`src/rtl/mcu_pkg.sv`:
```
// rtl/mcu_pkg.sv - shared processor-side constants and loader state encoding
package mcu_pkg;

    // Native instruction / load byte width of the processor.
    localparam int MCU_DATA_W = 8;

    // Opcode fed to the processor whenever no valid program byte is addressed.
    localparam logic [MCU_DATA_W-1:0] OP_NOP = 8'h00;

    // Loader states: waiting, length byte, payload bytes, checksum byte,
    // verified program running, rejected load.
    typedef enum logic [2:0] {
        ST_IDLE = 3'd0,
        ST_LEN  = 3'd1,
        ST_DATA = 3'd2,
        ST_SUM  = 3'd3,
        ST_RUN  = 3'd4,
        ST_ERR  = 3'd5
    } ld_state_t;

endpackage

```
`src/rtl/prog_ram.sv`:
```
// rtl/prog_ram.sv - program store, one synchronous write port and one asynchronous read port
module prog_ram #(
    parameter int ADDR_W = 6,
    parameter int DATA_W = 8
) (
    input  logic              clk,
    input  logic              we,
    input  logic [ADDR_W-1:0] waddr,
    input  logic [DATA_W-1:0] wdata,
    input  logic [ADDR_W-1:0] raddr,
    output logic [DATA_W-1:0] rdata
);

    localparam int DEPTH = 1 << ADDR_W;

    // Contents are deliberately never reset so a program survives a processor reset.
    logic [DATA_W-1:0] mem [DEPTH];

    // Store one loader byte per enabled cycle.
    always_ff @(posedge clk) begin
        if (we) begin
            mem[waddr] <= wdata;
        end
    end

    // Zero-latency fetch path for the processor.
    assign rdata = mem[raddr];

endmodule

```
`src/rtl/program_loader_rom.sv`:
```
// rtl/program_loader_rom.sv - runtime-loadable program store with length/checksum verified loader
module program_loader_rom
    import mcu_pkg::*;
#(
    parameter int                ADDR_W = 6,
    parameter int                DATA_W = MCU_DATA_W,
    parameter logic [DATA_W-1:0] FILL   = 8'h00
) (
    input  logic              clk,
    input  logic              clb,
    input  logic              ld_start,
    input  logic              ld_valid,
    input  logic [DATA_W-1:0] ld_data,
    output logic              ld_ready,
    output logic              ld_done,
    output logic              ld_err,
    output logic              cpu_hold,
    output logic [ADDR_W:0]   prog_len,
    input  logic [7:0]        pc,
    output logic [DATA_W-1:0] instruction
);

    localparam int DEPTH = 1 << ADDR_W;
    localparam int LW    = ADDR_W + 1;
    // Compare pc and prog_len at a width that holds both without truncation.
    localparam int CW    = (LW > 8) ? LW : 8;

    ld_state_t         state;
    logic [LW-1:0]     wptr;
    logic [LW-1:0]     len_q;
    logic [DATA_W-1:0] sum;

    logic              xfer;
    logic              len_bad;
    logic              last_payload;
    logic [DATA_W-1:0] sum_next;
    logic              mem_we;
    logic [DATA_W-1:0] mem_rdata;
    logic              pc_in_range;

    // A byte moves only when both sides agree at the edge.
    assign xfer         = ld_valid && ld_ready;
    // Zero-length programs and lengths larger than the store are rejected outright.
    assign len_bad      = (ld_data == '0) || (32'(ld_data) > 32'(DEPTH));
    assign last_payload = (wptr + LW'(1)) == len_q;
    assign sum_next     = sum + ld_data;
    // A restart request drops any byte offered in the same cycle.
    assign mem_we       = (state == ST_DATA) && xfer && !ld_start;

    // Loader FSM with registered handshake and status outputs.
    always_ff @(posedge clk) begin
        if (clb) begin
            state    <= ST_IDLE;
            ld_ready <= 1'b0;
            ld_done  <= 1'b0;
            ld_err   <= 1'b0;
            cpu_hold <= 1'b1;
            prog_len <= '0;
            wptr     <= '0;
            sum      <= '0;
            len_q    <= '0;
        end else if (ld_start) begin
            state    <= ST_LEN;
            ld_ready <= 1'b1;
            ld_done  <= 1'b0;
            ld_err   <= 1'b0;
            cpu_hold <= 1'b1;
            wptr     <= '0;
            sum      <= '0;
        end else begin
            case (state)
                ST_LEN: begin
                    if (xfer) begin
                        if (len_bad) begin
                            state    <= ST_ERR;
                            ld_ready <= 1'b0;
                            ld_err   <= 1'b1;
                            prog_len <= '0;
                        end else begin
                            state <= ST_DATA;
                            len_q <= LW'(ld_data);
                            sum   <= ld_data;
                        end
                    end
                end
                ST_DATA: begin
                    if (xfer) begin
                        wptr <= wptr + LW'(1);
                        sum  <= sum_next;
                        if (last_payload) begin
                            state <= ST_SUM;
                        end
                    end
                end
                ST_SUM: begin
                    if (xfer) begin
                        ld_ready <= 1'b0;
                        if (sum_next == '0) begin
                            state    <= ST_RUN;
                            ld_done  <= 1'b1;
                            cpu_hold <= 1'b0;
                            prog_len <= len_q;
                        end else begin
                            state    <= ST_ERR;
                            ld_err   <= 1'b1;
                            prog_len <= '0;
                        end
                    end
                end
                ST_RUN: begin
                    ld_ready <= 1'b0;
                    ld_done  <= 1'b1;
                    cpu_hold <= 1'b0;
                end
                ST_ERR: begin
                    ld_ready <= 1'b0;
                    ld_err   <= 1'b1;
                    cpu_hold <= 1'b1;
                end
                default: begin
                    state    <= ST_IDLE;
                    ld_ready <= 1'b0;
                    cpu_hold <= 1'b1;
                end
            endcase
        end
    end

    prog_ram #(
        .ADDR_W (ADDR_W),
        .DATA_W (DATA_W)
    ) u_prog_ram (
        .clk   (clk),
        .we    (mem_we),
        .waddr (wptr[ADDR_W-1:0]),
        .wdata (ld_data),
        .raddr (pc[ADDR_W-1:0]),
        .rdata (mem_rdata)
    );

    // Full pc compared so addresses past the store never alias onto low bytes.
    assign pc_in_range = (state == ST_RUN) && (CW'(pc) < CW'(prog_len));
    assign instruction = pc_in_range ? mem_rdata : FILL;

endmodule
```
`config.mk`:
```
export PLATFORM = sky130hd
export DESIGN_NAME = program_loader_rom
export DESIGN_NICKNAME = d
export VERILOG_FILES = /design/src/rtl/mcu_pkg.sv /design/src/rtl/prog_ram.sv /design/src/rtl/program_loader_rom.sv
export SDC_FILE = /design/constraint.sdc
export NUM_CORES = 1
export LEC_CHECK = 0
export CAP_MARGIN = 15
export CORE_MARGIN = 1.5
export CORE_UTILIZATION = 50
export DETAILED_ROUTE_END_ITERATION = 7
export GPL_TIMING_DRIVEN = 1
export PLACE_DENSITY = 0.68
export SLEW_MARGIN = 40
export SYNTH_ARGS = -nofsm -noshare
export SYNTH_HDL_FRONTEND = slang
export SYNTH_SLANG_ARGS = --single-unit
```
`constraint.sdc`:
```
create_clock -name clk -period 4.2 [get_ports clk]
set_input_delay 1.05 -clock clk [delete_from_list [all_inputs] [get_ports clk]]
set_output_delay 1.05 -clock clk [all_outputs]
set_load 0.01 [all_outputs]
```
* Word level (Yosys, flattened, before mapping) *
Memory sizes are Yosys's and may differ from the RTL's.
Index checks and enable logic that the tools add are counted.
Widths: inputs -> output; s select.

storage, ports and cells
  flip-flop bits (word level) = 36
  bits in writable memories = 512
  output and inout port bits = 19
  word-level logic and storage cells = 101
  memories kept = 1

memories
  name            words  width  rd ports  clocked after memory_dff  wr ports  line            source
  u_prog_ram.mem  64     8      1         0                         1         prog_ram.sv:17  logic [DATA_W-1:0] mem [DEPTH];

cells by class
  $add $sub $neg = 2
  $lt $le $gt $ge = 2
  equality and inequality tests = 21
  muxes and demuxes = 36
  bitwise operators = 4
  reductions and logical operators = 25

operators by type and width
  kind                 number
  $mux 8               4
  $mux 7               4
  $reduce_and 5->1     4
  $ne 2x2->1 const B   9
  $logic_not 8->1      2
  $mux 1               16
  $pmux 8 s2           1
  $mux 3               5
  $ne 3x3->1 const B   5
  $pmux 7 s2           1
  $pmux 3 s4           1
  $reduce_and 4->1     3
  $pmux 1 s3           3
  $add 8x8->8          1
  $gt 8x7->1 const B   1
  $lt 8x7->1           1
  $add 7x1->7 const B  1
  $eq 7x7->1           1
  $eq 3x2->1 const B   2
  $eq 3x3->1 const B   2
  $reduce_and 3->1     2
  $reduce_bool 2->1    3
  $reduce_or 2->1      3
  $logic_and 1x1->1    4
  8 further kinds      11

* Depth between registers and ports, before layout *
  word-level depth = 6
  depth in mapped cells = 8
  gate-level depth less buffers = 8

* Cells and area by module *
Synthesis repeated with hierarchy kept, for this count alone.

unflattened totals
  cell total of the unflattened synthesis = 1211
  area, all modules = 22360.2 um2

modules (own cells, without submodules)
  module              times used  cells each  area an instance (um2)  sequential area each (um2)
  prog_ram            1           932         20006.7                 15374.7
  program_loader_rom  1           279         2353.5                  720.7

* Least setup slack after synthesis *
Ideal clock, no wire load.

  path type = input to output
  start = in pc[1]
  end = out instruction[3]
  arrival time = 2587 ps
  data required time = 3150 ps
  setup slack = 563 ps
  cell stages on the path = 8
  cells stage by stage = buf_2 > buf_1 > mux4_2 > a22oi_1 > a21oi_1 > a21oi_1 > mux2_2 > nor3_1

between the ends
  cells in the longest elaborated chain, start to end = 3
  elaborated cells on any way between the ends = 4
  classes of those cells = order compare: 1; mux: 1; reduce/logical: 1; memory: 1

ends and longest elaborated chain
  what                                                                  line                       source
  start, declared                                                       program_loader_rom.sv:19   input logic [7:0] pc,
  parallel branches: the longest is 2 deep, another holds $mem_v2 64x8  --
  $mux 8 *                                                              program_loader_rom.sv:143  assign instruction = pc_in_range ? mem_rdata : FILL;
  end, declared                                                         program_loader_rom.sv:20   output logic [DATA_W-1:0] instruction

Mark *: on every way between the ends.

* Final worst setup path *
  start = in pc[0]
  end = out instruction[4]

The elaborated chain is that of the path after synthesis.

==> impl_results.md <==
* Maximum capacitance violations at 0
* Tmin final at around 4.2 ns
* Setup Skew at 0.0134 ns
* Slew headroom at between 40 and 50%
* Post-Place Setup Slack at -0.815 ns
* DRC violations left at 0
* #FFs+latches synth at roughly 550
* Die area at 45200 µm²
* Synthesized instance count at 1176
* CTS root buf: clkbuf_16
* Slowest Stage Delay on Critical Path at around 0.52 ns
* Crit path max-delay cell type: mux4_2
* Ys Warns at 0
* Diodes inserted at 0
* Core Rows at 76
* Cts bufs inserted at between 50 and 60
* Worst-path fanout max at 7
* Starting Density at 50.9%
* Area of the multi-input gates at 5800 µm²
* Initial antenna violation count at 0
* Final HPWL DP at roughly 34 mm
* Layout Nets at 1414
* Later-pin clock latency in the skew report at approximately 0.6 ns
* Core area at roughly 43000 µm²
* CTS tree: built
* Fin cells at ~2000
* Critical path class: primary input to output pin
* Placed Area at between 20000 and 25000 µm²
* First-pass GRT wire length at a little under 80 mm
* Synth unique cells at 58
* Mapped Nets at 1211
* Post-route cell area at between 20000 and 30000 µm²
* RSZ-0062 raised after global routing: true
* Crit path cell chain: clkbuf_16, buf_16, buf_16, buf_6, mux4_2, a22oi_2, nand2_2, a21oi_2, mux2_4, nor3_4, buf_4, clkdlybuf4s15_2
* Layout area overhead at 20.5%
* Share of cells above drive strength 1 at 32.1%
* I/O Buffers at 38
* Violated checks: negative setup slack
* Hold_ws at roughly 0.49 ns
* Die X at ~210 µm
* Worst slew pin tran at around 0.79 ns
* Final Slew Violations at 0
* Final hold vios at 0
* CP Data Arrival Time at 3.15 ns
* Clock tree buffer depth at 3
* Asr flop ratio synth at 0%
* Setup ws final at -0.00464 ns
* Total Routing Usage GR at about a quarter
* Max VDD drop at 0.386 mV
* CTS sink count at roughly 550
* Drt first pass iters at 7
* Power per cell area at around 430 nW/µm²
* Mean Syn Cell Area at between 15 and 20 µm²
* Synth Flop Type: edfxtp_1
* Lkg Pwr at 8.64 nW
* Largest net degree at the start of global routing at 66
* Global placement routability congestion at approximately 0.89
* Sequential element share of the synthesized area at roughly three quarters
* Cts hold-fix bufs at 0
* Placed Cells at around 1900
* Fin util at between 60% and 70%
* Initial DRC count at roughly 1300
* H-Tree Depth at 2
* Max Fclk at ~0.24 GHz
* Clock slew at reported path FFs at roughly 0.050 ns
* Drt wl/cell at 26.5 µm
* Layout fillers at 3116
* Total Wirelength at about 53 mm
* Seq. cell area at between 15000 and 20000 µm²
* Number of vias per cell at 6.01
* Post-synth EDFFs at slightly above 500
* Mapped Area at between 20000 and 25000 µm²
* Io pins at 39
* Top cell by count, worst path: buf_16
* Via count at around 12000
* GRT overflow at 0
* Status: complete, but fails checks
* Detail Route Antenna Nets at 0
* Worst Setup End Kind: output pin
* Final setup viols at 1
* Crit share post-route at 100%
* Vias in the first global route at 12200
* Die Height at roughly 210 µm
* Startpoint class of the critical path: primary input
* Worst path required time at ~3.2 ns
* HP Class: flip-flop to flip-flop
-- critical path: cells and delay by family --
kind,cells,cell delay (ns)
AO/OA/AOI/OAI,2,0.32
buffers and inverters,6,0.93
AND/OR/NAND/NOR,2,0.13
multiplexers,2,0.69
-- metrics by stage --
step,total power (W),TNS (ns)
detailed placement,0.00667,-5.16
floorplan,0.00637,0
global placement,0.00666,-4.88
finish,0.0114,-0.00464
global route,0.0117,-0.129
CTS,0.0114,0
-- state kept, by name, summed over array words and instances, names as in the netlist --
| register | count |
|---|---|
| len_q | 7 |
| wptr | 7 |
| ld_ready | 1 |
| sum | 8 |
| ld_done | 1 |
| cpu_hold | 1 |
| state | 3 |
| ld_err | 1 |
| u_prog_ram.mem | 512 |
| prog_len | 7 |
-- per-layer routing --
layer	track usage, %	vias up	wire, µm
met5	0	-	0
met1	33.3	6299	21300
met4	9.20	0	1820
li1	-	5207	-
met3	4.96	101	4020
met2	39.4	468	26000
-- cell usage in the layout (no fill, tap or decap), types with 5 or more instances in the layout --
cell and instances:
a211oi_1 5, a21oi_1 39, a21oi_2 11, a22oi_1 42, a22oi_2 22, a31oi_1 5
a32o_1 7, and2_1 5, buf_12 23, buf_2 10, buf_4 137, clkbuf_1 15
clkbuf_16 60, clkbuf_2 5, clkdlybuf4s50_1 18, clkinv_1 12, clkinv_2 10, dfxtp_1 36
edfxtp_1 512, ha_1 14, inv_1 13, mux2_4 8, mux2i_1 14, mux4_2 128
nand2_1 39, nand3_1 17, nor2_1 99, nor2b_1 6, nor3_1 9, nor3_4 5
o21ai_0 8, xnor2_1 8, xor2_1 9
-- repair_timing --
item,in CTS,in global routing
gates resized for setup,73,26
pin swaps,19,5
buffers inserted,15,3
gates cloned,3,2
endpoints found under the setup margin,8,8
-- where the power goes --
group	switching (W)	leakage [nW]	total [W]	internal, W
combinational	0.000376	2.89	0.000671	0.000295
sequential	0.00000357	4.89	0.00597	0.00596
clock	0.00198	0.856	0.00475	0.00277
total	0.00236	8.64	0.0114	0.00903
-- cells in the mapped netlist, drive strengths merged, types with 14 or more instances --
library cell / number / area [µm²]
edfxtp: 512 / 15400
a22oi: 64 / 480
dfxtp: 36 / 721
mux4: 128 / 2880
nand3: 17 / 85.1
nor3: 16 / 91.3
nor2: 100 / 375
a21oi: 50 / 250
mux2i: 14 / 140
ha: 14 / 175
clkbuf: 32 / 120
buf: 29 / 149
nand2: 42 / 158
-- cells by family (layout without fill, tap and decap cells) --
logic type / after synthesis / count (layout) / synth area share, %
muxes: 151 / 151 / 14.2
adders and majority gates: 15 / 15 / 0.889
DFF: 548 / 548 / 73.3
xor gates and xnor gates: 17 / 17 / 0.678
AOI/OAI and AO/OA: 165 / 165 / 5.25
and+or+nand+nor: 205 / 205 / 4.20
buffers and inverters: 75 / 322 / 1.49
-- area by class of cell --
cell class,count,share of cell area (%)
sequential,548,60.8
multi-input combinational,553,21.9
timing repair buffer,208,7.76
clock buffer,75,5.76
tap,585,2.77
clock inverter,26,0.813
inverter,13,0.184
-- path summary, 6_finish.rpt --
kind                  from                    end  slack, ns  cells after the start
setup / recovery     pc[0]         instruction[4]     -0.005                     12
hold / removal     ld_done                ld_done       0.49                      1
setup reg to reg  state[1]  u_prog_ram.mem[35][4]       1.27                      6
hold reg to reg    ld_done                ld_done       0.49                      1
Power figures use the tool's default switching activity.
